[src/rtl/alu_uart_ctrl.sv]
// alu_uart_ctrl: gathers A, B and opcode bytes from the UART and sends back one ALU result byte
module alu_uart_ctrl #(
  parameter int DBIT    = 8,
  parameter int OPCODE  = 6,
  parameter int TIMEOUT = 1_000_000
) (
  input  logic              clk,
  input  logic              reset,
  input  logic [DBIT-1:0]   rx_data,
  input  logic              rx_done_tick,
  input  logic              tx_done_tick,
  input  logic [DBIT-1:0]   alu_result,
  output logic [DBIT-1:0]   alu_a,
  output logic [DBIT-1:0]   alu_b,
  output logic [OPCODE-1:0] alu_op,
  output logic [DBIT-1:0]   tx_data,
  output logic              tx_start,
  output logic              busy
);
  localparam logic [2:0] WAIT_A  = 3'd0;
  localparam logic [2:0] WAIT_B  = 3'd1;
  localparam logic [2:0] WAIT_OP = 3'd2;
  localparam logic [2:0] SEND    = 3'd3;
  localparam logic [2:0] WAIT_TX = 3'd4;
  // a zero TIMEOUT still needs a one-bit counter so the declaration stays legal
  localparam int CW = (TIMEOUT > 0) ? $clog2(TIMEOUT + 1) : 1;
  localparam logic [CW-1:0] LIMIT = CW'(TIMEOUT);

  logic [2:0]    state, state_next;
  logic [CW-1:0] cnt;
  logic          collecting, expired;

  assign collecting = (state == WAIT_B) || (state == WAIT_OP);
  assign expired    = (TIMEOUT > 0) && (cnt == LIMIT);
  assign busy       = (state == SEND) || (state == WAIT_TX);

  // next-state: an incoming byte takes priority over a timeout firing in the same cycle
  always_comb begin
    state_next = state;
    case (state)
      WAIT_A:  state_next = rx_done_tick ? WAIT_B : WAIT_A;
      WAIT_B:  state_next = rx_done_tick ? WAIT_OP : (expired ? WAIT_A : WAIT_B);
      WAIT_OP: state_next = rx_done_tick ? SEND : (expired ? WAIT_A : WAIT_OP);
      SEND:    state_next = WAIT_TX;
      WAIT_TX: state_next = tx_done_tick ? WAIT_A : WAIT_TX;
      default: state_next = WAIT_A;
    endcase
  end

  // state, operand/opcode capture and the result hand-off to the transmitter
  always_ff @(posedge clk) begin
    if (reset) begin
      state    <= WAIT_A;
      alu_a    <= '0;
      alu_b    <= '0;
      alu_op   <= '0;
      tx_data  <= '0;
      tx_start <= 1'b0;
    end else begin
      state    <= state_next;
      tx_start <= (state == SEND);
      if (state == WAIT_A && rx_done_tick) alu_a <= rx_data;
      if (state == WAIT_B && rx_done_tick) alu_b <= rx_data;
      if (state == WAIT_OP && rx_done_tick) alu_op <= rx_data[OPCODE-1:0];
      if (state == SEND) tx_data <= alu_result;
    end
  end

  // inter-byte idle counter: runs only mid-frame, cleared by any accepted byte, saturates at the limit
  always_ff @(posedge clk) begin
    if (reset || !collecting || rx_done_tick || TIMEOUT == 0)
      cnt <= '0;
    else if (cnt != LIMIT)
      cnt <= cnt + 1'b1;
  end
endmodule

[config.mk]
export PLATFORM = sky130hd
export DESIGN_NAME = alu_uart_ctrl
export DESIGN_NICKNAME = d
export VERILOG_FILES = /design/src/rtl/alu_uart_ctrl.sv
export SDC_FILE = /design/constraint.sdc
export NUM_CORES = 1
export LEC_CHECK = 0
export CAP_MARGIN = 5
export CORE_MARGIN = 5
export CORE_UTILIZATION = 30
export CTS_CLUSTER_SIZE = 25
export DETAILED_ROUTE_END_ITERATION = 10
export GPL_ROUTABILITY_DRIVEN = 0
export SYNTH_ARGS = -nofsm -noshare
export SYNTH_HDL_FRONTEND = slang
export SYNTH_SLANG_ARGS = --single-unit
[constraint.sdc]
create_clock -name clk -period 1.7 [get_ports clk]
set_input_delay 0.34 -clock clk [delete_from_list [all_inputs] [get_ports clk]]
set_output_delay 0.34 -clock clk [all_outputs]
set_load 0.01 [all_outputs]
# Word-level counts from Yosys, hierarchy flattened
# Index checks and enable logic that the tools add are counted.
dict set report op_classes {
  reduce_logical 9
  n_addsub 1
  mux 7
  eq_ne 6
}
# operator count
set ops {}
lappend ops {{20-bit by 1-bit adder with 20-bit output, second input constant} 1}
lappend ops {{20-bit == test, second input constant} 1}
lappend ops {{20-bit inequality test, second input constant} 1}
lappend ops {{3-bit case mux with 5 select lines} 1}
lappend ops {{3-bit by 2-bit == test with 1-bit output, second input constant} 2}
lappend ops {{2-bit 2-to-1 mux} 3}
lappend ops {{1-bit logical OR} 4}
lappend ops {{3-bit by 1-bit == test with 1-bit output, second input constant} 1}
lappend ops {{3-bit == test, second input constant} 1}
lappend ops {{1-bit logical AND} 3}
lappend ops {{3-bit zero test} 1}
lappend ops {{3-bit 2-to-1 mux} 1}
lappend ops {{1-bit 2-to-1 mux} 2}
lappend ops {{1-bit zero test} 1}
dict set report totals {
  word_cells 30
  in_bits 20
  ff_bits 54
}

# Longest topological paths before layout
# Gate-level depths: netlist of the first run.
dict set report logic_depth {
  word_depth 5
  mapped_depth 7
  mapped_depth_nobuf 7
}

# Worst setup path before layout of the first run
# No wires, ideal clock.
dict set report synth_timing {
  path_kind {flip-flop to flip-flop}
  startpoint {reg cnt[0]}
  endpoint {reg cnt[14]}
  arrival_time_ns 1.444
  period_less_slack_ns 1.514
  path_stages_with_launch 7
  path_slack_ns 0.186
  cell_sequence {dfxtp_1 -> ha_1 -> and3_1 -> buf_2 -> nand4_4 -> or3_1 -> a21oi_1}
}
dict set report synth_between {
  elab_chain_len 1
}
# element line
set synth_rtl {}
lappend synth_rtl {{start, declared} 30} ;# logic [CW-1:0] cnt;
lappend synth_rtl {{start signal, assigned} 74} ;# cnt <= cnt + 1'b1;
lappend synth_rtl {{20-bit by 1-bit adder with 20-bit output or 20-bit inequality test (tied branches)} {74, 73}}
# Parallel ways exist; a longest one is shown, timed or not.
# A chain may end at the register's enable or synchronous reset.

# Worst setup path in the final report of the first run
# Ends and elaborated chain as after synthesis.

==> results.ini, run 1 <==
[synthesis]
avgSynthCellArea_um2=8.97
syn_area_mm2=0.00221
synthTopCellsByArea=dfxtp_1 (49%), mux2i_1 (6.8%), nand2_1 (6.6%)
synth_nets=269
ys_seq_area_frac=0.488
netlist_top_cells_count=dfxtp_1 (54), nand2_1 (39), nor2_1 (37)
synth.ff_latch_count=54
synth-main-ff-cell=dfxtp_1
synth.largest_area_cell=dfxtp_1
synth-warning-count=0
synth-edff-count=0
yosysUniqueCellTypes=40
syn_inst=247
async_flop_share=0
synth_top_area_share=0.488
yosysMostFrequentCell=dfxtp_1

[worst_hold_path]
min_path_type=flop to flop
hold_start=tx_data[7]$_SDFFE_PP0P_
holdPathEnd=tx_data[7]$_SDFFE_PP0P_
whs_path_depth=2

[setup_path]
critical_path.slowest_cell=dfxtp_1
reg2reg_slack_ps=130
path_cells=ha_1 -> and3_1 -> nand4_4 -> or3_1 -> a21oi_1
rr_worst_depth=5
crit_fanout=6
arrival_ps=1810
startpoint=cnt[0]$_SDFFE_PP0P_
cp-start-kind=flop
max_stage_delay_ps=420
cp_top_family=simple AND/OR/NAND/NOR gates
reg2reg_from=cnt[0]$_SDFFE_PP0P_
cp.required_ps=1940
r2r_end=cnt[14]$_SDFFE_PP0P_
worst-setup-path-type=flop to flop
crit_path_end_kind=flop
crit_buf_inv=0

[global_route]
grt_pass1_vias=1848
grt_max_degree=35
grt.total_usage=0.114
antenna_found_initial=0
grt_pass1_wl_um=8350
grt.overflow.total=0

[floorplanning]
ioPinCount=52
start_util=0.307
die_w_um=95.9
coreArea_mm2=0.00721
die-area_mm2=0.00920
die_h_um=95.9
row_count=31

[timing]
timing.final.ws_setup_ps=132
setup_viol=0
clock_skew_ps=12.0
worstMarginPinSlew_ps=550
drv_slew=0
fmax_ghz=0.638
hold_viol=0
fin_crit_ps=1570
slew_headroom=0.632
rsz0062_at_grt=no
period_share=0.923

[power]
leakagePower_uw=0.00104
pwr-share-seq=0.570
switching_share=0.244
p_sw_uw=563
peakVddDrop_v=0.000463
internal-power_uw=1750
p_comb_frac=0.121
pwr_density_cell_mw_per_mm2=778
p_clk_frac=0.309

[routing]
vias=1803
via_per_inst=4.44
drc=0
drt-total-wl_um=4780
wl_per_cell_um=11.8
drt_iter0_drc=81
antenna_left=0
dr.pass1.iters=4

[finish]
drive_gt1_frac=0.0945
syn2layout_area_growth_pct=34.1
nNetsFinal=328
fill_cells=756
final_cells=406
antenna_cells=0
design_area_mm2=0.00297

[cts]
clk_path_buf_depth=2
clk_latency_ps=310
cts_buffers=5
clk_pin_slew_ps=100
cts_tree=done
cts_hold_buf=0
htree_levels=2
cts.sinks=54
cts_root_buf=clkbuf_8

[place]
dp_cells=398
io_buffers=51
hpwl_um=3550
dp_slack_ps=-123
dpl_cell_area_mm2=0.00289

[job]
cap_violations=0

[run_status]
status=complete, no violations

routing by layer:
layer | GRT usage | wire length, um | vias to the layer above
li1 | - | - | 939
met1 | 0.131 | 2090 | 815
met2 | 0.188 | 2180 | 44
met3 | 0.0563 | 455 | 5
met4 | 0.0320 | 51 | 0
met5 | 0 | 0 | -
flip-flops by register name (all words and copies together), names as in the netlist:
signal    count
alu_op        6
tx_start      1
state         3
cnt          20
tx_data       8
alu_b         8
alu_a         8
worst reg2reg max path: stages (launching register included):
cell,delay [ps]
dfxtp_1,420
ha_1,200
and3_1,220
nand4_4,150
or3_1,370
a21oi_1,140
metrics by stage:
step / total power (uW) / hold WS, ps / TNS [ps] / utilization
2_1_floorplan: 1480 / 476 / 0 / -
3_3_place_gp: 1630 / 442 / -2490 / 0.400
3_5_place_dp: 1630 / 447 / -3070 / 0.400
4_1_cts: 2350 / 462 / 0 / 0.412
5_1_grt: 2440 / 479 / 0 / 0.412
6_report: 2310 / 461 / 0 / 0.412
how the worst max path moves through the flow:
stage	to	cells past startpoint
global route	cnt[14]$_SDFFE_PP0P_	5
floorplan	cnt[14]$_SDFFE_PP0P_	6
detailed placement	cnt[0]$_SDFFE_PP0P_	4
finish	cnt[14]$_SDFFE_PP0P_	5
global placement	cnt[2]$_SDFFE_PP0P_	4
CTS	busy	4
power groups by stage:
| stage | logic (uW) | clock network, uW | registers, uW |
|---|---|---|---|
| after floorplan | 124 | 0 | 1360 |
| after global placement | 283 | 0 | 1350 |
| after detailed placement | 284 | 0 | 1350 |
| after CTS | 284 | 751 | 1320 |
| after global routing | 309 | 812 | 1320 |
| final | 279 | 715 | 1320 |
layout by cell type (no fill, tap or decap), types with 5 or more instances in the layout:
master            n
dfxtp_1          54
mux2i_1          15
clkdlybuf4s50_1  50
buf_4            11
nand2_1          39
nor3_1            5
xor2_1            8
nor2_1           37
clkbuf_8          5
inv_1             5
nand3_1           8
a21oi_1          19
xnor2_1           8
cell type report:
class                      instances  area, um2  share of cell area
multi-input combinational        177       1050               0.353
timing repair buffer              63        608               0.205
tap                               99        124              0.0417
clock buffer                       6       72.6              0.0244
sequential                        54       1080               0.364
clock inverter                     2       16.3             0.00548
inverter                           5       18.8             0.00632
logic make-up (layout without fill, tap and decap cells):
logic type               count (synthesis)  after routing  synth area share
buffers and inverters                   16             76            0.0378
AO/OA/AOI/OAI                           24             24            0.0559
multiplexers                            16             16            0.0729
flip-flops                              54             54             0.488
XOR/XNOR                                16             16            0.0633
adder cells (fa/ha/maj)                  2              2            0.0113
AND/OR/NAND/NOR                        119            119             0.271
timing repair:
action / in CTS / in global routing
resized for setup: 1 / 2
endpoints found under the setup margin: 1 / 1
setup buffers: 0 / 0
endpoints found under the hold margin: 0 / 0
Power figures use the tool's default switching activity.
==> run 2, diff against run 1 <==
Settings changed: PLACE_DENSITY from default to 0.59, SLEW_MARGIN from default to 10.
==> run 2 against run 1 <==
  * Via count increased by 1.4%
  * Die area unchanged
  * Clock skew hardly changed
  * Total power up 9.7%
  * Non-clock buffer count grew 4
  * Combinational power increased by 5%
  * First-iteration DRC count is 43% lower
  * Clock power up 30%
  * Sequential share of layout area is 0.86 points lower
  * Largest cell class unchanged
  * Highest routed layer unchanged
==> results.ini, run 2 (synthesis gave the netlist of run 1 again) <==
[timing]
timing.final.ws_setup_ps=133
final.setup.tns_ps=0
rsz0062_at_grt=no
drv_slew=0
worstMarginPinSlew_ps=572
clock_skew_ps=11.6
hold_viol=0
period_share=0.922
setup_viol=0
slew_headroom=0.617
fmax_ghz=0.638
fin_crit_ps=1570

[routing]
drc=0
via_per_inst=4.46
vias=1829
drt_iter0_drc=46
drt-total-wl_um=4980
antenna_left=0
wl_per_cell_um=12.1
dr.pass1.iters=4

[finish]
nNetsFinal=332
largest_reg_flops=20
final_cell_mix=dfxtp_1 (52), clkdlybuf4s50_1 (50), nand2_1 (39)
antenna_cells=0
drive_gt1_frac=0.119
design_area_mm2=0.00305
syn2layout_area_growth_pct=37.7
final_common_cell=dfxtp_1
largest_register=cnt

[place]
io_buffers=51
dpl_cell_area_mm2=0.00293
dp_slack_ps=-189
hpwl_um=3610

[floorplanning]
die-area_mm2=0.00920
die_w_um=95.9
row_count=31
coreArea_mm2=0.00721
ioPinCount=52
start_util=0.307
die_h_um=95.9

[cts]
clk_latency_ps=310
cts_buffers=5
cts_root_buf=clkbuf_8
htree_levels=2
cts_tree=done
clk_path_buf_depth=2
clk_pin_slew_ps=100
cts_setup_buffers=0
cts.sinks=54

[setup_path]
crit_fanout=2
arrival_ps=1230
worst-setup-path-type=flop to output port
crit_buf_inv=1
max_stage_delay_ps=560
cp.required_ps=1360
path_depth=1
critical_path.slowest_cell=clkdlybuf4s50_1
crit_path_end_kind=output port
rr_worst_depth=5
cp-start-kind=flop
path_cells=clkdlybuf4s50_1
cp_top_family=buffers and inverters

[power]
peakVddDrop_v=0.000418
leakagePower_uw=0.00108
pwr_density_cell_mw_per_mm2=832

[global_route]
grt.total_usage=0.117
grt_max_degree=35
antenna_found_initial=0
grt_pass1_wl_um=8500
grt.overflow.total=0
grt_pass1_vias=1791

[run_status]
status=complete, no violations

[worst_hold_path]
whs_path_depth=2
min_path_type=flop to flop

[job]
cap_violations=0

## run 2: changes by cell type in the layout (fill, tap and decap cells not counted)
cell,change
and3_1,-1
and3_2,+1
buf_12,+1
buf_4,+3
bufinv_16,+1
clkbuf_1,-1
clkbuf_8,+1
clkinvlp_4,-1
dfxtp_1,-2
dfxtp_2,+2
## run 2: layout make-up
cell class | instances | area, um2
clock inverter | 2 | 38.8
multi-input combinational | 177 | 1050
sequential | 54 | 1080
tap | 99 | 124
clock buffer | 6 | 82.6
fill | 750 | 4170
timing repair buffer | 67 | 651
inverter | 5 | 18.8
## run 2: metal layers
| layer | share of wire | vias up | track usage | routed length [um] |
|---|---|---|---|---|
| li1 | - | 945 | - | - |
| met1 | 0.47 | 828 | 0.150 | 2340 |
| met2 | 0.43 | 50 | 0.173 | 2120 |
| met3 | 0.094 | 6 | 0.0586 | 467 |
| met4 | 0.0098 | 0 | 0.0355 | 49 |
| met5 | 0 | - | 0 | 0 |
## run 2: power by group
| part | internal, uW | switching, uW |
|---|---|---|
| logic | 161 | 131 |
| registers | 1300 | 18.5 |
| clock network | 485 | 441 |
| total | 1950 | 590 |
## run 2: worst min-delay path, stage by stage (launching register included)
cell and delay [ps]:
dfxtp_1 320, nand2_1 50, a21oi_1 50
## run 2: final timing paths
path | slack, ps | endpoint | startpoint
min reg2reg | 460 | tx_data[3]$_SDFFE_PP0P_ | tx_data[3]$_SDFFE_PP0P_
min | 460 | tx_data[3]$_SDFFE_PP0P_ | tx_data[3]$_SDFFE_PP0P_
max | 130 | alu_a[5] | alu_a[5]$_SDFFE_PP0P_
max reg2reg | 130 | cnt[16]$_SDFFE_PP0P_ | cnt[0]$_SDFFE_PP0P_
## run 2: repair_timing
| item | CTS | global route |
|---|---|---|
| hold buffers | 0 | 0 |
| endpoints found under the setup margin | 1 | 5 |
| hold endpoints to repair | 0 | 0 |
| gates resized for setup | 1 | 5 |
## run 2: metrics by stage
stage	power [uW]	hold slack, ps	std cells	utilization
finish	2540	463	410	0.423
global route	2670	484	410	0.423
CTS	2570	465	410	0.423
detailed placement	1640	450	402	0.406
global placement	1640	441	402	0.406
floorplan	1480	476	247	-
==> run 3, diff against run 2 <==
==> constraint.sdc (replaced) <==
create_clock -name clk -period 1.7 [get_ports clk]
set_input_delay 0.255 -clock clk [delete_from_list [all_inputs] [get_ports clk]]
set_output_delay 0.255 -clock clk [all_outputs]
set_load 0.01 [all_outputs]
==> run 3 against run 2 <==
  * First-iteration DRC count decreased by 24%
  * Sequential power about the same
  * Die area unchanged
  * Final cell count unchanged
  * Register-to-register slack about the same
  * Worst setup slack got worse by 29 ps
  * Non-clock buffer count unchanged
  * Clock power decreased by 5.5%
  * Routed wire length increased by 1.0%
  * Global-route usage decreased by 0.19 points
  * Clock skew decreased by 3.5 ps
  * Via count increased by 0.93%
  * Critical path type unchanged
==> results.ini, run 3 (synthesis gave the netlist of run 1 again) <==
[finish]
final_common_cell=dfxtp_1
antenna_cells=0
final_cells=410
utilization=0.421
nNetsFinal=332
largest_register=cnt
fill_cells=733
final_cell_mix=dfxtp_1 (52), clkdlybuf4s50_1 (50), nand2_1 (39)
largest_reg_flops=20
drive_gt1_frac=0.109
syn2layout_area_growth_pct=37.3

[routing]
drc=0
drt_iter0_drc=35
wl_per_cell_um=12.3
dr.pass1.iters=4
antenna_left=0
drt-total-wl_um=5030
vias=1846
via_per_inst=4.50

[cts]
cts_buffers=5
htree_levels=2
clk_pin_slew_ps=100
cts_tree=done
clk_path_buf_depth=2
cts.sinks=54
cts_root_buf=clkbuf_8
cts_setup_buffers=0
cts_hold_buf=0
clk_latency_ps=310

[global_route]
met2_usage=0.173
met1_usage=0.144
grt_max_degree=35
use_met3=0.0586
grt.busiest_layer=met2
antenna_found_initial=0
grt_pass1_vias=1762
grt_pass1_wl_um=8340
grt.overflow.total=0
grt.total_usage=0.115

[power]
peakVddDrop_v=0.000340
pwr-share-seq=0.531
internal-power_uw=1900
pwr_density_cell_mw_per_mm2=817
leakagePower_uw=0.00108
switching_share=0.235
p_clk_frac=0.352
finalPower_uw=2490
p_comb_frac=0.117
p_sw_uw=584

[job]
cap_violations=0

[timing]
worstMarginPinSlew_ps=572
drv_slew=0
slew_headroom=0.617
period_share=0.939
fin_crit_ps=1600
setup_viol=0
final.setup.tns_ps=0
clock_skew_ps=8.09
rsz0062_at_grt=no
fmax_ghz=0.627
timing.final.ws_setup_ps=104
hold_viol=0

[worst_hold_path]
min_path_type=flop to flop
hold_start=alu_a[6]$_SDFFE_PP0P_
whs_path_depth=2
holdPathEnd=alu_a[6]$_SDFFE_PP0P_

[floorplanning]
die_h_um=95.9
die-area_mm2=0.00920
start_util=0.307
coreArea_mm2=0.00721
die_w_um=95.9
ioPinCount=52
row_count=31

[setup_path]
path_cells=nand2_1 -> or2_2 -> nand2_1 -> dlygate4sd2_1
reg2reg_from=cnt[0]$_SDFFE_PP0P_
cp.required_ps=1440
r2r_end=cnt[16]$_SDFFE_PP0P_
worst_path_most_repeated_cell=nand2_1
max_stage_delay_ps=350
reg2reg_slack_ps=140
cp-start-kind=flop
crit_fanout=2
crit_path_end_kind=output port
worst-setup-path-type=flop to output port
rr_worst_depth=5
critical_path.slowest_cell=dfxtp_1
arrival_ps=1340

[place]
dp_cells=402
dp_slack_ps=-106
io_buffers=51
hpwl_um=3580

[run_status]
status=complete, no violations

-- run 3: how the worst max path moves through the flow --
stage | to | startpoint | depth (start not counted)
after global routing | busy | state[1]$_SDFF_PP0_ | 4
final | busy | state[1]$_SDFF_PP0_ | 4
after floorplan | cnt[14]$_SDFFE_PP0P_ | cnt[0]$_SDFFE_PP0P_ | 6
after CTS | busy | state[1]$_SDFF_PP0_ | 4
after detailed placement | cnt[2]$_SDFFE_PP0P_ | rx_done_tick | 4
after global placement | cnt[16]$_SDFFE_PP0P_ | rx_done_tick | 4
-- run 3: critical path, delay by kind of cell, from the launching register on --
family / cells / cell delay, ps
simple gates: 3 / 410
flops: 1 / 350
buf+inv: 1 / 270
-- run 3: timing repair --
item                       in CTS  in global routing
setup endpoints to repair       1                  2
hold endpoints to repair        0                  0
gates resized for setup         1                  2
-- run 3: routing by layer --
metal | up-vias | wire length, um
li1 | 951 | -
met1 | 844 | 2410
met2 | 45 | 2120
met3 | 6 | 441
met4 | 0 | 59
met5 | - | 0
-- run 3: metrics by stage --
| stage | hold slack, ps | area, um2 |
|---|---|---|
| floorplan | 391 | 2210 |
| detailed placement | 449 | 2930 |
| CTS | 462 | 3040 |
| global placement | 441 | 2930 |
| finish | 457 | 3040 |
| global route | 482 | 3040 |
-- run 3: area by class of cell --
class                      count  area [um2]  share of cell area
sequential                    54        1080               0.356
multi-input combinational    177        1050               0.345
timing repair buffer          67         654               0.215
tap                           99         124              0.0407
clock buffer                   6        72.6              0.0239
clock inverter                 2        37.5              0.0123
inverter                       5        18.8             0.00617
-- run 3: power groups by stage --
stage | Clock, uW | Combinational, uW | Sequential (uW)
after floorplan | 0 | 124 | 1360
after global placement | 0 | 295 | 1350
after detailed placement | 0 | 295 | 1350
after CTS | 913 | 297 | 1320
after global routing | 954 | 322 | 1320
final | 875 | 292 | 1320
==> variant (config.mk and constraints of run 1) <==
`DBIT`: 8 -> 9.
--- a/src/rtl/alu_uart_ctrl.sv
+++ b/src/rtl/alu_uart_ctrl.sv
@@ -1,6 +1,6 @@
 // alu_uart_ctrl: gathers A, B and opcode bytes from the UART and sends back one ALU result byte
 module alu_uart_ctrl #(
-  parameter int DBIT    = 8,
+  parameter int DBIT    = 9,
   parameter int OPCODE  = 6,
   parameter int TIMEOUT = 1_000_000
 ) (
Ports: changed (5 resized); port bits go from 52 to 57. No check against the original RTL was run, so the function may have changed too.
==> variant against run 1 <==
The run now ends with negative setup slack left. Final area grew 17%. Routed wire length grew 24%. Global-route usage grew 1.1 points. Area after synthesis grew 5.1%. Total power grew 29%. Combinational power grew 23%. Count of clock-buffer cells in the layout grew 4. Sequential cell count grew 3. Clock skew shrank 4.0 ps. Setup slack lost 210 ps. Non-clock buffer count grew 20. Sequential share of layout area shrank 3.3 points. Highest routed layer unchanged.
==> variant: results (changes against run 1) <==
The final reports fail on negative setup slack. The final-layout setup total negative slack came out at -320 ps (-320 ps). Share of post-route cells with drive strength above 1: 0.185 (+0.0904). The part of the Yosys area used for sequential elements was 0.490 (+0.00219). By count the netlist is led by 57 x dfxtp_1, 47 x nand2_1, 33 x nor2_1. The most critical setup path has its startpoint at cnt[3].

The run gives 376 (+15%) as the number of nets in the final layout. The synthesized net count was 292 (+8.6%). Worst setup slack before clock tree synthesis: -182 ps (-59.8 ps).

The arrival time reported for the critical path endpoint was 2040 ps (+230 ps); the number of vias per cell was 4.62 (+4.1%). The logs give 35 (-13%) for the post-synthesis cell type count and 9 (+4) for the number of CTS-inserted buffers. The number of filler instances in the final layout is 734 (-2.9%), and the maximum level of the CTS H-tree is 3 (+1).

The HPWL reported at the end of detailed placement is 4180 um (+18%). Among all flip-flop cells after synthesis, the most frequent one is dfxtp_1. The clock input transition at the sequential cells of the worst setup and hold paths is 70 ps (-30 ps), and the initial detailed-routing violation count is 43 (-47%). The logs give 0.0643 (+0.00799) for the global routing met3 resource utilization and 455 ps (-6.34 ps) for the minimum hold slack. First-pass GRT wire length: 9860 um (+18%). The run finished, with violations left. The endpoint identified for the worst register-to-register timing path is cnt[1]. The wire length on met1 came out at 2680 um (+28%). The met3 wirelength from detailed routing was 511 um (+12%); the peak supply drop was 0.000543 V (+17%). The count of input and output buffers was 56 (+9.8%). The length of routed met2 wiring was 2640 um (+21%); the post-layout instance count excluding filler cells was 459 (+13%). The logs give 6 (+6) for the final number of setup-violating endpoints and 0.125 (+0.0113) for the global-route usage over all layers.

The path with the worst hold slack has its endpoint at alu_b[3]. The run gives -76.1 ps (-208 ps) as the final worst slack. The run gives 330 ps (+20 ps) as the clock network latency to the later pin of the worst-skew pair. The slew at the pin with the worst max-slew slack was 478 ps (-71.7 ps); the mean instance size in the synthesized netlist was 8.68 um2 (-3.1%).

In the post-synthesis netlist, the biggest area contributors are dfxtp_1 49%, nand2_1 7.6%, mux2i_1 7.3%. The logs give 0.00126 uW (+22%) for the leakage power of the design and 0.188 (+0.000294) for the met2 usage. The number of cells in the design after placement is 442 (+11%).
-- variant: power by group --
part	internal, uW	switching, uW	total (uW)
combinational	182	160	343
clock	682	562	1240
sequential	1380	26.9	1410
total	2240	749	2990
-- variant: layout make-up --
cell class / count / area share
multi-input combinational: 194 / 0.346
clock inverter: 6 / 0.0195
inverter: 7 / 0.00758
timing repair buffer: 83 / 0.223
sequential: 57 / 0.330
tap: 102 / 0.0368
clock buffer: 10 / 0.0368
-- variant: cell families after synthesis --
| group | Yosys count | share of synthesized area |
|---|---|---|
| compound gates | 36 | 0.0855 |
| xor+xnor | 11 | 0.0414 |
| fa+ha+maj | 2 | 0.0108 |
| buf+inv | 17 | 0.0274 |
| flops | 57 | 0.490 |
| mux | 17 | 0.0731 |
| simple gates | 128 | 0.272 |
-- variant: worst max-delay path, stage by stage, from the launching register on --
cell and delay, ps:
dfxtp_2 320, or4b_4 520, or4_4 540, nor2_4 150
mux2i_1 180
